File: src/rtl/voice_increment_sequencer_if.sv
// Note/increment bus between the key decoder, the voice sequencer and the
// per-voice sample address generators.
interface voice_increment_sequencer_if #(
    parameter int VOICES = 4,
    parameter int LEN_W  = 16
);
    localparam int VIDX_W = (VOICES > 1) ? $clog2(VOICES) : 1;

    logic              init;
    logic              sample_clk;
    logic              new_note;
    logic [VIDX_W-1:0] note_voice;
    logic [LEN_W-1:0]  note_len;
    logic              note_off;
    logic [VIDX_W-1:0] off_voice;
    logic              increment;
    logic [VIDX_W-1:0] inc_voice;
    logic              voice_done;
    logic              frame_done;
    logic [VOICES-1:0] active;
    logic              overrun;

    modport master (
        output init, sample_clk, new_note, note_voice, note_len, note_off, off_voice,
        input  increment, inc_voice, voice_done, frame_done, active, overrun
    );

    modport slave (
        input  init, sample_clk, new_note, note_voice, note_len, note_off, off_voice,
        output increment, inc_voice, voice_done, frame_done, active, overrun
    );
endinterface

File: src/rtl/voice_increment_sequencer.sv
// Multi-voice sample increment sequencer: one scan over all voices per
// sample-clock rising edge, one increment strobe per active voice.
module voice_increment_sequencer #(
    parameter int VOICES = 4,
    parameter int LEN_W  = 16
) (
    input  logic                        i_clk,
    input  logic                        i_reset,
    voice_increment_sequencer_if.slave  bus
);
    localparam int VIDX_W = (VOICES > 1) ? $clog2(VOICES) : 1;
    localparam logic [VIDX_W-1:0] LAST_IDX = VIDX_W'(VOICES - 1);

    typedef enum logic [1:0] {
        S_IDLE       = 2'd0,
        S_ARMED      = 2'd1,
        S_SCAN       = 2'd2,
        S_FRAME_DONE = 2'd3
    } state_t;

    state_t            r_state;
    state_t            w_state_nxt;
    logic [VIDX_W-1:0] r_idx;
    logic [VIDX_W-1:0] w_idx_nxt;
    logic [VOICES-1:0] r_active;
    logic [VOICES-1:0] w_active_nxt;
    logic [LEN_W-1:0]  r_remaining [VOICES];
    logic [LEN_W-1:0]  w_remaining_nxt [VOICES];
    logic              r_sclk_q;
    logic              r_overrun;
    logic              w_overrun_nxt;

    logic              w_edge;
    logic              w_live;
    logic              w_restart;
    logic              w_load;
    logic              w_scan_hit;
    logic              w_retire;
    logic              w_done;

    assign w_edge     = bus.sample_clk & ~r_sclk_q;
    assign w_live     = (r_state != S_IDLE);
    assign w_restart  = w_live & bus.init;
    assign w_load     = w_live & ~bus.init & bus.new_note & (bus.note_len != LEN_W'(0));
    assign w_scan_hit = (r_state == S_SCAN) & r_active[r_idx];
    assign w_retire   = w_scan_hit & (r_remaining[r_idx] == LEN_W'(1));
    // A reload of the voice being retired this cycle wins, so its done pulse must be withheld now.
    assign w_done     = w_retire & ~(w_load & (bus.note_voice == r_idx));

    // Next-state logic for the scan FSM, voice bitmap, counters and overrun flag.
    always_comb begin
        w_state_nxt   = r_state;
        w_idx_nxt     = r_idx;
        w_active_nxt  = r_active;
        w_overrun_nxt = r_overrun;
        for (int v = 0; v < VOICES; v++) begin
            w_remaining_nxt[v] = r_remaining[v];
        end

        if (w_restart) begin
            w_state_nxt   = S_ARMED;
            w_idx_nxt     = '0;
            w_active_nxt  = '0;
            w_overrun_nxt = 1'b0;
        end else begin
            case (r_state)
                S_IDLE: begin
                    w_idx_nxt = '0;
                    if (bus.init) begin
                        w_state_nxt = S_ARMED;
                    end else begin
                        w_state_nxt = S_IDLE;
                    end
                end
                S_ARMED: begin
                    w_idx_nxt = '0;
                    if (w_edge) begin
                        w_state_nxt = S_SCAN;
                    end else begin
                        w_state_nxt = S_ARMED;
                    end
                end
                S_SCAN: begin
                    if (r_idx == LAST_IDX) begin
                        w_state_nxt = S_FRAME_DONE;
                        w_idx_nxt   = '0;
                    end else begin
                        w_state_nxt = S_SCAN;
                        w_idx_nxt   = r_idx + VIDX_W'(1);
                    end
                    // Edges arriving mid-frame are dropped, only remembered as overrun.
                    w_overrun_nxt = r_overrun | w_edge;
                end
                S_FRAME_DONE: begin
                    w_state_nxt   = S_ARMED;
                    w_idx_nxt     = '0;
                    w_overrun_nxt = r_overrun | w_edge;
                end
                default: begin
                    w_state_nxt = S_IDLE;
                    w_idx_nxt   = '0;
                end
            endcase

            // Per-voice priority: reload, then kill, then scan decrement/retire.
            for (int v = 0; v < VOICES; v++) begin
                if (w_load && (bus.note_voice == VIDX_W'(v))) begin
                    w_active_nxt[v]    = 1'b1;
                    w_remaining_nxt[v] = bus.note_len;
                end else if (w_live && bus.note_off && (bus.off_voice == VIDX_W'(v))) begin
                    w_active_nxt[v]    = 1'b0;
                end else if (w_scan_hit && (r_idx == VIDX_W'(v))) begin
                    w_remaining_nxt[v] = r_remaining[v] - LEN_W'(1);
                    w_active_nxt[v]    = (r_remaining[v] != LEN_W'(1));
                end else begin
                    w_active_nxt[v]    = r_active[v];
                end
            end
        end
    end

    // State, index, voice and flag registers with synchronous reset.
    always_ff @(posedge i_clk) begin
        if (i_reset) begin
            r_state   <= S_IDLE;
            r_idx     <= '0;
            r_active  <= '0;
            r_sclk_q  <= 1'b0;
            r_overrun <= 1'b0;
            for (int v = 0; v < VOICES; v++) begin
                r_remaining[v] <= '0;
            end
        end else begin
            r_state   <= w_state_nxt;
            r_idx     <= w_idx_nxt;
            r_active  <= w_active_nxt;
            r_sclk_q  <= bus.sample_clk;
            r_overrun <= w_overrun_nxt;
            for (int v = 0; v < VOICES; v++) begin
                r_remaining[v] <= w_remaining_nxt[v];
            end
        end
    end

    assign bus.increment  = w_scan_hit;
    assign bus.inc_voice  = (r_state == S_SCAN) ? r_idx : '0;
    assign bus.voice_done = w_done;
    assign bus.frame_done = (r_state == S_FRAME_DONE);
    assign bus.active     = r_active;
    assign bus.overrun    = r_overrun;
endmodule

File: src/flat_wrapper.sv
// flat-port wrapper written by rule: the top's interface ports become plain ports
module voice_increment_sequencer_flat 
#(
    parameter int VOICES = 4,
    parameter int LEN_W  = 16
)
  (i_clk, i_reset, bus_init, bus_sample_clk, bus_new_note, bus_note_voice, bus_note_len, bus_note_off, bus_off_voice, bus_increment, bus_inc_voice, bus_voice_done, bus_frame_done, bus_active, bus_overrun);
  voice_increment_sequencer_if #(.VOICES(VOICES), .LEN_W(LEN_W)) bus_i ();
  input  logic i_clk;
  input  logic i_reset;
  input wire logic [$bits(bus_i.init)-1:0] bus_init;
  input wire logic [$bits(bus_i.sample_clk)-1:0] bus_sample_clk;
  input wire logic [$bits(bus_i.new_note)-1:0] bus_new_note;
  input wire logic [$bits(bus_i.note_voice)-1:0] bus_note_voice;
  input wire logic [$bits(bus_i.note_len)-1:0] bus_note_len;
  input wire logic [$bits(bus_i.note_off)-1:0] bus_note_off;
  input wire logic [$bits(bus_i.off_voice)-1:0] bus_off_voice;
  output wire logic [$bits(bus_i.increment)-1:0] bus_increment;
  output wire logic [$bits(bus_i.inc_voice)-1:0] bus_inc_voice;
  output wire logic [$bits(bus_i.voice_done)-1:0] bus_voice_done;
  output wire logic [$bits(bus_i.frame_done)-1:0] bus_frame_done;
  output wire logic [$bits(bus_i.active)-1:0] bus_active;
  output wire logic [$bits(bus_i.overrun)-1:0] bus_overrun;
  assign bus_i.init = bus_init;
  assign bus_i.sample_clk = bus_sample_clk;
  assign bus_i.new_note = bus_new_note;
  assign bus_i.note_voice = bus_note_voice;
  assign bus_i.note_len = bus_note_len;
  assign bus_i.note_off = bus_note_off;
  assign bus_i.off_voice = bus_off_voice;
  assign bus_increment = bus_i.increment;
  assign bus_inc_voice = bus_i.inc_voice;
  assign bus_voice_done = bus_i.voice_done;
  assign bus_frame_done = bus_i.frame_done;
  assign bus_active = bus_i.active;
  assign bus_overrun = bus_i.overrun;
  voice_increment_sequencer #(.VOICES(VOICES), .LEN_W(LEN_W)) u_core (.i_clk(i_clk), .i_reset(i_reset), .bus(bus_i));
endmodule
File: config.mk
export PLATFORM = sky130hd
export DESIGN_NAME = voice_increment_sequencer_flat
export DESIGN_NICKNAME = d
export VERILOG_FILES = /design/src/rtl/voice_increment_sequencer_if.sv /design/src/rtl/voice_increment_sequencer.sv /design/src/flat_wrapper.sv
export SDC_FILE = /design/constraint.sdc
export NUM_CORES = 1
export LEC_CHECK = 0
export ABC_CLOCK_PERIOD_IN_PS = 2600
export CAP_MARGIN = 20
export CORE_ASPECT_RATIO = 1.1
export CORE_MARGIN = 4
export CORE_UTILIZATION = 55
export DETAILED_ROUTE_END_ITERATION = 10
export PLACE_DENSITY = 0.86
export SLEW_MARGIN = 25
export SYNTH_ARGS = -nofsm -noshare
export SYNTH_HDL_FRONTEND = slang
export SYNTH_SLANG_ARGS = --single-unit
File: constraint.sdc
create_clock -name i_clk -period 2.6 [get_ports i_clk]
set_input_delay 0.52 -clock i_clk [delete_from_list [all_inputs] [get_ports i_clk]]
set_output_delay 0.52 -clock i_clk [all_outputs]
set_load 0.05 [all_outputs]
* Word-level counts from Yosys, hierarchy flattened *
Memory sizes are Yosys's and may differ from the RTL's. A register that Yosys moved wholly into a read port is not among the register bits.
Index checks and enable logic that the tools add are counted.

word-level totals
  RAM bits = 64
  word-level logic and storage cells = 120
  memories kept = 1
  register bits = 10
  input port bits = 26

operators by class
  magnitude comparators = 1
  equal/unequal tests = 18
  muxes and demuxes = 43
  bitwise operators = 17
  reductions and logical operators = 26
  $add $sub $neg = 5

memories
  memory              depth  bits a word  read ports  clocked after memory_dff  write ports  RTL line                         source
  u_core.r_remaining  4      16           5           1                         4            voice_increment_sequencer.sv:27  logic [LEN_W-1:0] r_remaining [VOICES];

operators by type and width
  operator               number
  $mux 16                16
  $mux 64                1
  $ne 16x1->1 const B    4
  $sub 16x1->16 const B  4
  $mux 1                 19
  $eq 16x1->1 const B    1
  $eq 2x2->1 const B     8
  $reduce_bool 16->1     1
  $logic_and 1x1->1      13
  $reduce_bool 3->1      4
  $and 1x1->1            9
  $eq 2x1->1 const B     4
  $logic_not 2->1        4
  $mux 2                 4
  $pmux 2 s4             1
  $or 1x1->1             5
  $pmux 2 s2             1
  $reduce_or 2->1        2
  $lt 2x3->1 const B     1
  $not 1->1              3
  $reduce_or 3->1        1
  $add 2x1->2 const B    1
  $bmux 1 s2             1
  $eq 2x2->1             1
  $reduce_bool 2->1      1

* Longest topological paths before layout *
Gate-level depths: netlist of run 1.

  depth after elaboration = 9
  depth in mapped cells = 8

* Worst setup path after synthesis of run 1 *
Ideal clock, no wire load.

  kind = reg-to-output
  start point = mem u_core.r_remaining[0][7]
  end point = out bus_voice_done
  stages on the path, launching flop included = 7
  arrival time = 2.906 ns
  setup slack = -0.826 ns
  cell sequence = dfxtp_1 -> or4_4 -> or4_1 -> clkbuf_1 -> nor3_1 -> nand4_1 -> a211oi_1

RTL lines
  what             RTL line                         source
  start, declared  voice_increment_sequencer.sv:27
  end, declared    flat_wrapper.sv:20               output wire logic [$bits(bus_i.voice_done)-1:0] bus_voice_done;

==> results.py, run 1 <==
metrics = {
    "synthesis": {
        "syn_inst": 584,
        "synth_common_cells": "dfxtp_1 (74), nand2_1 (44), a21oi_1 (32)",
        "ys_seq_area_frac": 0.314,
        "ys_seq_elements": 74,
        "avgSynthCellArea_um2": 8.07,
        "synth_compound_area_frac": 0.303,
        "yosysMostFrequentCell": "dfxtp_1",
        "yosys-top-cells-area": "dfxtp_1 (31%), nand2_1 (3.5%), a21oi_1 (3.4%)",
        "synth_xor_area_frac": 0.00929,
        "synth-simple-area-share": 0.264,
        "synth_edf_count": 0,
        "synth.distinct_cells": 71,
        "synth_largest_area_cell": "dfxtp_1",
        "synth_area_um2": 4710,
        "yosysTopAreaCellShare": 0.314,
        "synth_top_family_by_area": "compound AO/OA/AOI/OAI gates",
        "synth_fa_ha_area_frac": 0.0318,
        "yosysWarningCount": 0,
        "synth_ff_type": "dfxtp_1",
        "synthMuxAreaShare": 0.0281,
        "synth_async_sr_flop_share": 0,
        "synth_fp_nets": 622,
    },
    "sta": {
        "worst_slack_ns": -0.458,
        "whs_ns": 0.477,
        "finalCritPeriodShare": 1.18,
        "tns_ns": -0.458,
        "worst_pin_slew_ns": 0.684,
        "final-max-slew-violation-count": 0,
        "period_needed_ns": 3.06,
        "rsz0062_at_grt": "true",
        "hold_viol_final": 0,
        "setup_viol": 1,
        "slew_headroom": 0.541,
        "finClkSkew_ns": 0.00862,
        "fmaxAchievable_mhz": 327,
    },
    "min_path": {
        "hold_path_class": "reg2reg",
    },
    "pwr": {
        "leakage_nw": 2.55,
        "seqPwrFrac": 0.443,
        "power_frac_comb": 0.157,
        "power.share.clock": 0.400,
        "p_switching_mw": 0.723,
        "swShare": 0.277,
        "worst_ir_drop_vdd_mv": 0.300,
        "p_per_area_nw_per_um2": 418,
        "totalPowerFinal_mw": 2.61,
        "internal_power_mw": 1.89,
    },
    "route": {
        "vias": 5799,
        "antenna_left": 0,
        "wl_per_cell_um": 22.5,
        "wirelength_um": 18500,
        "first_iter_violations": 667,
        "dr.pass1.iters": 6,
        "drc": 0,
        "viasPerCell": 7.05,
    },
    "critical_path": {
        "path_cells": "or4_4 -> or4_4 -> nor3_4 -> nand4_1 -> a211oi_4 -> buf_12",
        "critPathMaxStageDelay_ns": 0.53,
        "r2r_slack_ns": 0.17,
        "cp_data_arrival_time_ns": 2.54,
        "cp_max_fo": 2,
        "crit_top_cell": "or4_4",
        "crit_slowest_cell": "or4_4",
        "cp.required_ns": 2.08,
        "path_class": "reg2out",
        "crit_path_start_kind": "flop",
        "endpoint_kind": "output pin",
    },
    "clocking": {
        "clock_latency_ns": 0.36,
        "clk_pin_slew_ns": 0.08,
        "numCtsBuffers": 9,
        "holdBufCountCts": 0,
        "clockBufferDepth": 2,
        "clkSinkCount": 74,
        "cts_root_buf": "clkbuf_8",
        "cts_tree": "built",
        "cts_max_level": 3,
    },
    "place": {
        "gp_congestion": 1.02,
        "place_inst": 807,
        "hpwl_um": 13600,
        "post-place-ws_ns": -0.192,
        "port_buffers": 35,
    },
    "floorplanning": {
        "chipWidth_um": 96.3,
        "dieArea_um2": 10100,
        "core_um2": 8360,
        "fp.dieH_um": 105,
        "rows": 35,
        "pin_count": 36,
        "start_util": 0.564,
    },
    "layout": {
        "drive_above_1_share": 0.219,
        "syn_to_final_growth_pct": 32.4,
        "finalNonFillerCells": 823,
        "n_antenna_cell": 0,
        "fin_nets": 745,
    },
    "grt": {
        "grt_pass1_wl_um": 29500,
        "grt_max_degree": 19,
        "overflow": 0,
        "grt_use_total": 0.375,
        "antenna_found_initial": 0,
        "grt_pass1_vias": 5645,
    },
    "status": {
        "violations": "negative setup slack",
        "status": "finished, violations left",
    },
    "run": {
        "drv_cap": 0,
    },
}
==> what timing repair did <==
item | 4_1_cts | 5_1_grt
endpoints found under the setup margin | 2 | 4
buffers inserted | 0 | 0
resized for setup | 7 | 5
pin swaps | 3 | 1
==> state kept, by name, indices dropped and copies added (netlist names), named ones only <==
| name | cells |
|---|---|
| u_core.bus.active | 4 |
| u_core.bus.overrun | 1 |
| u_core.r_idx | 2 |
| u_core.r_remaining | 64 |
| u_core.r_sclk_q | 1 |
| u_core.r_state | 1 |
==> stage by stage <==
step / util / instance area (µm²)
final: 0.746 / 6240
after global routing: 0.746 / 6240
after CTS: 0.744 / 6230
after detailed placement: 0.713 / 5960
after global placement: 0.713 / 5960
after floorplan: - / 4740
==> power groups by stage <==
stage | Clock [mW] | Sequential (mW) | Combinational (mW)
floorplan | 0 | 1.18 | 0.170
global route | 1.10 | 1.16 | 0.429
global placement | 0 | 1.18 | 0.379
detailed placement | 0 | 1.18 | 0.387
CTS | 1.04 | 1.16 | 0.395
finish | 1.04 | 1.16 | 0.410
==> placed cells by master, fill, tap and decap left out, types with 4 or more instances in the layout <==
master,instances
inv_1,22
clkbuf_8,10
nor2_1,25
o211ai_1,18
dfxtp_1,73
o21ai_1,30
o22ai_1,13
nand2_1,44
nor2b_1,6
nor4_1,23
a2111oi_0,5
and3_1,6
nand3b_1,4
nand4_1,11
buf_4,109
a31oi_1,5
or3_1,16
a211o_1,5
a22oi_1,6
a21oi_1,32
or4_1,14
o311ai_1,18
and2_1,6
nor3_1,13
ha_1,12
a211oi_1,11
o41ai_1,6
nand3_1,26
xnor2_1,4
o311ai_0,8
a32o_1,4
clkdlybuf4s50_1,32
mux2i_1,11
o31a_1,4
==> critical path, delay by kind of cell (launching register included) <==
kind,cells,cell delay [ns]
buf+inv,1,0.18
flops,1,0.33
simple gates,4,1.33
compound gates,1,0.34
==> worst paths after layout <==
check | cells after the start | end | start
min reg2reg | 2 | u_core.r_remaining[1][4]$_SDFFE_PP0P_ | u_core.r_remaining[1][4]$_SDFFE_PP0P_
max | 6 | bus_voice_done | u_core.r_remaining[0][10]$_SDFFE_PP0P_
min | 2 | u_core.r_remaining[1][4]$_SDFFE_PP0P_ | u_core.r_remaining[1][4]$_SDFFE_PP0P_
max reg2reg | 6 | u_core.r_remaining[2][2]$_SDFFE_PP0P_ | flop
==> per-layer routing <==
metal | track usage | share of wire
met1 | 0.476 | 0.36
met2 | 0.578 | 0.44
met3 | 0.0662 | 0.12
met4 | 0.234 | 0.078
met5 | 0 | 0
==> kinds of logic after synthesis <==
group / after synthesis
mux: 13
buf+inv: 59
fa+ha+maj: 12
compound gates: 200
flops: 74
xor+xnor: 5
simple gates: 221
==> layout make-up <==
type	instances	area [µm²]
Fill cell	604	2120
Clock inverter	6	88.8
Timing Repair Buffer	147	1230
Clock buffer	10	138
Sequential cell	74	1480
Inverter	24	95.1
Tap cell	111	139
Multi-Input combinational cell	451	3060
(Power assumes the default switching activity.)
==> inputs of run 2 (changes only) <==
--- a/config.mk
+++ b/config.mk
@@ -11,6 +11,7 @@
 export CORE_MARGIN = 4
 export CORE_UTILIZATION = 55
 export DETAILED_ROUTE_END_ITERATION = 10
+export MAX_ROUTING_LAYER = met4
 export PLACE_DENSITY = 0.86
 export SLEW_MARGIN = 25
 export SYNTH_ARGS = -nofsm -noshare
==> results.py, run 2 (synthesized netlist as in run 1, its figures left out) <==
metrics = {
    "clocking": {
        "cts_max_level": 3,
        "clkSinkCount": 74,
        "cts_root_buf": "clkbuf_8",
        "clock_latency_ns": 0.36,
        "numCtsBuffers": 9,
        "post-cts-setup-buffers": 0,
        "cts_tree": "built",
        "clockBufferDepth": 2,
        "clk_pin_slew_ns": 0.09,
    },
    "critical_path": {
        "cp.required_ns": 2.08,
        "critPathMaxStageDelay_ns": 0.54,
        "crit_slowest_cell": "or4_4",
        "crit_path_start_kind": "flop",
        "cp_max_fo": 2,
        "path_class": "reg2out",
        "path_buf_inv": 1,
        "path_cells": "or4_4 -> or3_4 -> o41ai_4 -> a41oi_1 -> a211oi_4 -> buf_12",
        "endpoint_kind": "output pin",
        "cp_data_arrival_time_ns": 2.55,
        "path_delay_family": "simple AND/OR/NAND/NOR gates",
    },
    "sta": {
        "tns_ns": -0.475,
        "rsz0062_at_grt": "true",
        "period_needed_ns": 3.07,
        "setup_viol": 1,
        "hold_viol_final": 0,
        "slew_headroom": 0.570,
        "whs_ns": 0.477,
        "final-max-slew-violation-count": 0,
        "worst_slack_ns": -0.475,
        "fmaxAchievable_mhz": 325,
        "worst_pin_slew_ns": 0.641,
        "finClkSkew_ns": 0.0118,
        "finalCritPeriodShare": 1.18,
    },
    "layout": {
        "fin_nets": 745,
        "finalInstanceArea_um2": 6250,
        "mostFrequentLayoutCell": "buf_4",
        "fin_util": 0.747,
        "final_cell_mix": "buf_4 (110), dfxtp_1 (73), nand2_1 (44), a21oi_1 (32), clkdlybuf4s50_1 (32)",
        "syn_to_final_growth_pct": 32.6,
        "fillers": 653,
        "register_area_um2": 1480,
        "n_antenna_cell": 0,
        "largest_register_ffs": 64,
        "largest-register": "u_core.r_remaining",
        "drive_above_1_share": 0.213,
        "multi_input_area_um2": 3050,
    },
    "status": {
        "status": "finished, violations left",
        "violations": "negative setup slack",
    },
    "floorplanning": {
        "chipWidth_um": 96.3,
        "pin_count": 36,
        "core_um2": 8360,
        "rows": 35,
        "dieArea_um2": 10100,
        "start_util": 0.564,
        "fp.dieH_um": 105,
    },
    "min_path": {
        "hold_path_class": "reg2reg",
    },
    "route": {
        "wl_met3_um": 1720,
        "vias": 5693,
        "drc": 0,
        "wl_met2_um": 8340,
        "dr.pass1.iters": 5,
        "highest_layer": "met4",
        "met1_length_um": 6920,
        "viasPerCell": 6.92,
        "first_iter_violations": 618,
        "wl_per_cell_um": 22.2,
        "wirelength_um": 18300,
        "antenna_left": 0,
    },
    "grt": {
        "antenna_found_initial": 0,
        "grt_use_total": 0.382,
        "grt_pass1_vias": 5567,
        "grt_pass1_wl_um": 28800,
        "grt_max_degree": 18,
        "overflow": 0,
    },
    "place": {
        "hpwl_um": 13500,
        "dpl_cell_area_um2": 5980,
        "gp_congestion": 1.04,
        "port_buffers": 35,
    },
    "pwr": {
        "leakage_nw": 2.56,
        "worst_ir_drop_vdd_mv": 0.335,
        "totalPowerFinal_mw": 2.69,
        "p_per_area_nw_per_um2": 431,
    },
    "run": {
        "drv_cap": 0,
    },
}
[run 2: metal layers]
layer	global-route usage	up-vias
li1	-	2568
met1	0.456	2637
met2	0.575	388
met3	0.0864	100
met4	0.234	0
met5	-	-
[run 2: final timing paths]
kind,startpoint,endpoint,slack [ns],cells past startpoint
max,u_core.r_remaining[2][2]$_SDFFE_PP0P_,bus_voice_done,-0.47,6
min,u_core.r_remaining[1][4]$_SDFFE_PP0P_,u_core.r_remaining[1][4]$_SDFFE_PP0P_,0.48,2
max reg2reg,u_core.r_remaining[0][4]$_SDFFE_PP0P_,u_core.r_remaining[0][10]$_SDFFE_PP0P_,0.23,5
min reg2reg,u_core.r_remaining[1][4]$_SDFFE_PP0P_,u_core.r_remaining[1][4]$_SDFFE_PP0P_,0.48,2
[run 2: power breakdown]
| part | switching, mW | internal, mW |
|---|---|---|
| Sequential | 0.0108 | 1.15 |
| Combinational | 0.236 | 0.173 |
| Clock | 0.484 | 0.642 |
| Total | 0.731 | 1.96 |
[run 2: layout make-up]
cell class | count | share of cell area
clock buffer | 10 | 0.0204
timing repair buffer | 147 | 0.198
multi-input combinational | 451 | 0.488
inverter | 24 | 0.0152
clock inverter | 6 | 0.0184
tap | 111 | 0.0222
sequential | 74 | 0.237
[run 2: through the flow]
step	worst slack [ns]	cells
2_1_floorplan	-0.165	584
3_3_place_gp	-0.154	807
3_5_place_dp	-0.144	807
4_1_cts	-0.469	823
5_1_grt	-0.517	823
6_report	-0.475	823
[run 2: worst register-to-register path: stages (launching register included)]
cell	delay [ns]
dfxtp_1	0.37
or3_1	0.46
or4_1	0.57
or3_1	0.45
o311ai_1	0.28
o21ai_1	0.12
[run 2: what timing repair did]
| action | 4_1_cts | 5_1_grt |
|---|---|---|
| gates cloned | 0 | 0 |
| pin swaps | 1 | 2 |
| gates resized for setup | 4 | 2 |
| hold buffers | 0 | 0 |
| setup endpoints to repair | 1 | 2 |
==> inputs of run 3 (changes only) <==
--- a/config.mk
+++ b/config.mk
@@ -10,6 +10,7 @@
 export CORE_ASPECT_RATIO = 1.1
 export CORE_MARGIN = 4
 export CORE_UTILIZATION = 55
+export CTS_BUF_LIST = sky130_fd_sc_hd__clkbuf_4
 export DETAILED_ROUTE_END_ITERATION = 10
 export MAX_ROUTING_LAYER = met4
 export PLACE_DENSITY = 0.86
==> results.py, run 3 (synthesized netlist as in run 1, its figures left out) <==
metrics = {
    "critical_path": {
        "path_class": "reg2out",
        "cp_data_arrival_time_ns": 2.66,
        "cp_max_fo": 2,
        "reg2reg_depth": 5,
        "r2r-start": "u_core.r_remaining[0][4]$_SDFFE_PP0P_",
        "startpoint": "u_core.r_remaining[2][2]$_SDFFE_PP0P_",
        "crit_path_start_kind": "flop",
        "endpoint_kind": "output pin",
        "cp.required_ns": 2.08,
    },
    "sta": {
        "period_needed_ns": 3.18,
        "worst_pin_slew_ns": 0.653,
        "fmaxAchievable_mhz": 315,
        "hold_viol_final": 0,
        "setup_viol": 1,
        "worst_slack_ns": -0.577,
        "finalCritPeriodShare": 1.22,
        "slew_headroom": 0.562,
        "finClkSkew_ns": 0.0195,
        "rsz0062_at_grt": "true",
        "final-max-slew-violation-count": 0,
    },
    "route": {
        "wl_per_cell_um": 22.0,
        "wirelength_um": 18100,
        "antenna_left": 0,
        "first_iter_violations": 667,
        "dr.pass1.iters": 5,
        "drc": 0,
        "vias": 5676,
        "viasPerCell": 6.90,
    },
    "status": {
        "status": "finished, violations left",
        "violations": "negative setup slack",
    },
    "floorplanning": {
        "chipWidth_um": 96.3,
        "core_um2": 8360,
        "dieArea_um2": 10100,
        "start_util": 0.564,
        "rows": 35,
        "pin_count": 36,
        "fp.dieH_um": 105,
    },
    "layout": {
        "n_antenna_cell": 0,
        "fillers": 667,
        "fin_nets": 745,
        "mostFrequentLayoutCell": "buf_4",
        "largest_register_ffs": 64,
        "fin_util": 0.741,
        "largest-register": "u_core.r_remaining",
        "final_cell_mix": "buf_4 (110), dfxtp_1 (73), nand2_1 (44), a21oi_1 (32), clkdlybuf4s50_1 (31)",
        "syn_to_final_growth_pct": 31.4,
        "finalNonFillerCells": 823,
        "drive_above_1_share": 0.216,
    },
    "grt": {
        "grt_use_total": 0.381,
        "grt_pass1_vias": 5473,
        "grt_max_degree": 18,
        "overflow": 0,
        "antenna_found_initial": 0,
        "grt_pass1_wl_um": 28800,
    },
    "place": {
        "port_buffers": 35,
        "post-place-ws_ns": -0.144,
        "place_inst": 807,
        "hpwl_um": 13500,
        "gp_congestion": 1.04,
    },
    "clocking": {
        "clockBufferDepth": 2,
        "cts_max_level": 3,
        "numCtsBuffers": 9,
        "holdBufCountCts": 0,
        "cts_root_buf": "clkbuf_4",
        "clock_latency_ns": 0.45,
        "cts_tree": "built",
        "clkSinkCount": 74,
        "clk_pin_slew_ns": 0.14,
        "post-cts-setup-buffers": 0,
    },
    "min_path": {
        "worstHoldStart": "u_core.r_remaining[1][4]$_SDFFE_PP0P_",
        "hold_path_class": "reg2reg",
        "whs_path_depth": 2,
    },
    "pwr": {
        "totalPowerFinal_mw": 2.53,
        "leakage_nw": 2.55,
        "p_per_area_nw_per_um2": 408,
        "worst_ir_drop_vdd_mv": 0.318,
    },
    "run": {
        "drv_cap": 0,
    },
}
[run 3: cell types whose count changed in the layout (fill, tap and decap cells not counted)]
cell             change
clkdlybuf4s50_1      -1
clkbuf_8             -9
dlygate4sd2_1        +1
clkbuf_4            +10
o22a_2               +1
o22a_1               -1
clkbuf_1             -1
[run 3: path summary, 6_finish.rpt]
kind                                                 end  slack (ns)
setup / recovery                          bus_voice_done       -0.58
hold reg to reg    u_core.r_remaining[1][4]$_SDFFE_PP0P_        0.48
hold / removal     u_core.r_remaining[1][4]$_SDFFE_PP0P_        0.48
setup reg to reg  u_core.r_remaining[0][10]$_SDFFE_PP0P_        0.24
[run 3: report_power, final]
part,leakage [nW],switching (mW),internal (mW)
combinational,1.86,0.234,0.172
sequential,0.598,0.0108,1.15
clock,0.0968,0.465,0.500
[run 3: repair_timing]
item / 4_1_cts / 5_1_grt
gates resized for setup: 5 / 3
endpoints found under the setup margin: 2 / 3
pin swaps: 1 / 2
[run 3: through the flow]
stage               area [µm²]  hold slack (ns)  setup TNS, ns
floorplan                 4740            0.441         -0.165
global placement          5980            0.452          -1.33
detailed placement        5980            0.463          -1.57
CTS                       6190            0.484         -0.583
global route              6200            0.516         -0.633
finish                    6200            0.481         -0.577
[run 3: routing by layer]
metal,global-route usage,vias to the layer above,part of all wire
met4,0.210,0,0.067
met5,-,-,0
met1,0.467,2658,0.38
met3,0.0878,103,0.095
li1,-,2570,-
met2,0.569,345,0.46
[run 3: critical path, cell delays in order (launching register included)]
cell and delay (ns):
dfxtp_1 0.34, or4_4 0.54, or3_4 0.36, o41ai_4 0.34
a41oi_1 0.14, a211oi_4 0.31, buf_12 0.18
[run 3: area by class of cell]
| cell class | count | area, µm² | share of cell area |
|---|---|---|---|
| multi-input cells | 451 | 3050 | 0.493 |
| clock buffers | 10 | 75.1 | 0.0121 |
| flip-flops and latches | 74 | 1480 | 0.239 |
| repair buffers | 147 | 1240 | 0.200 |
| well taps | 111 | 139 | 0.0224 |
| inverters | 24 | 95.1 | 0.0153 |
| clock inverters | 6 | 115 | 0.0186 |
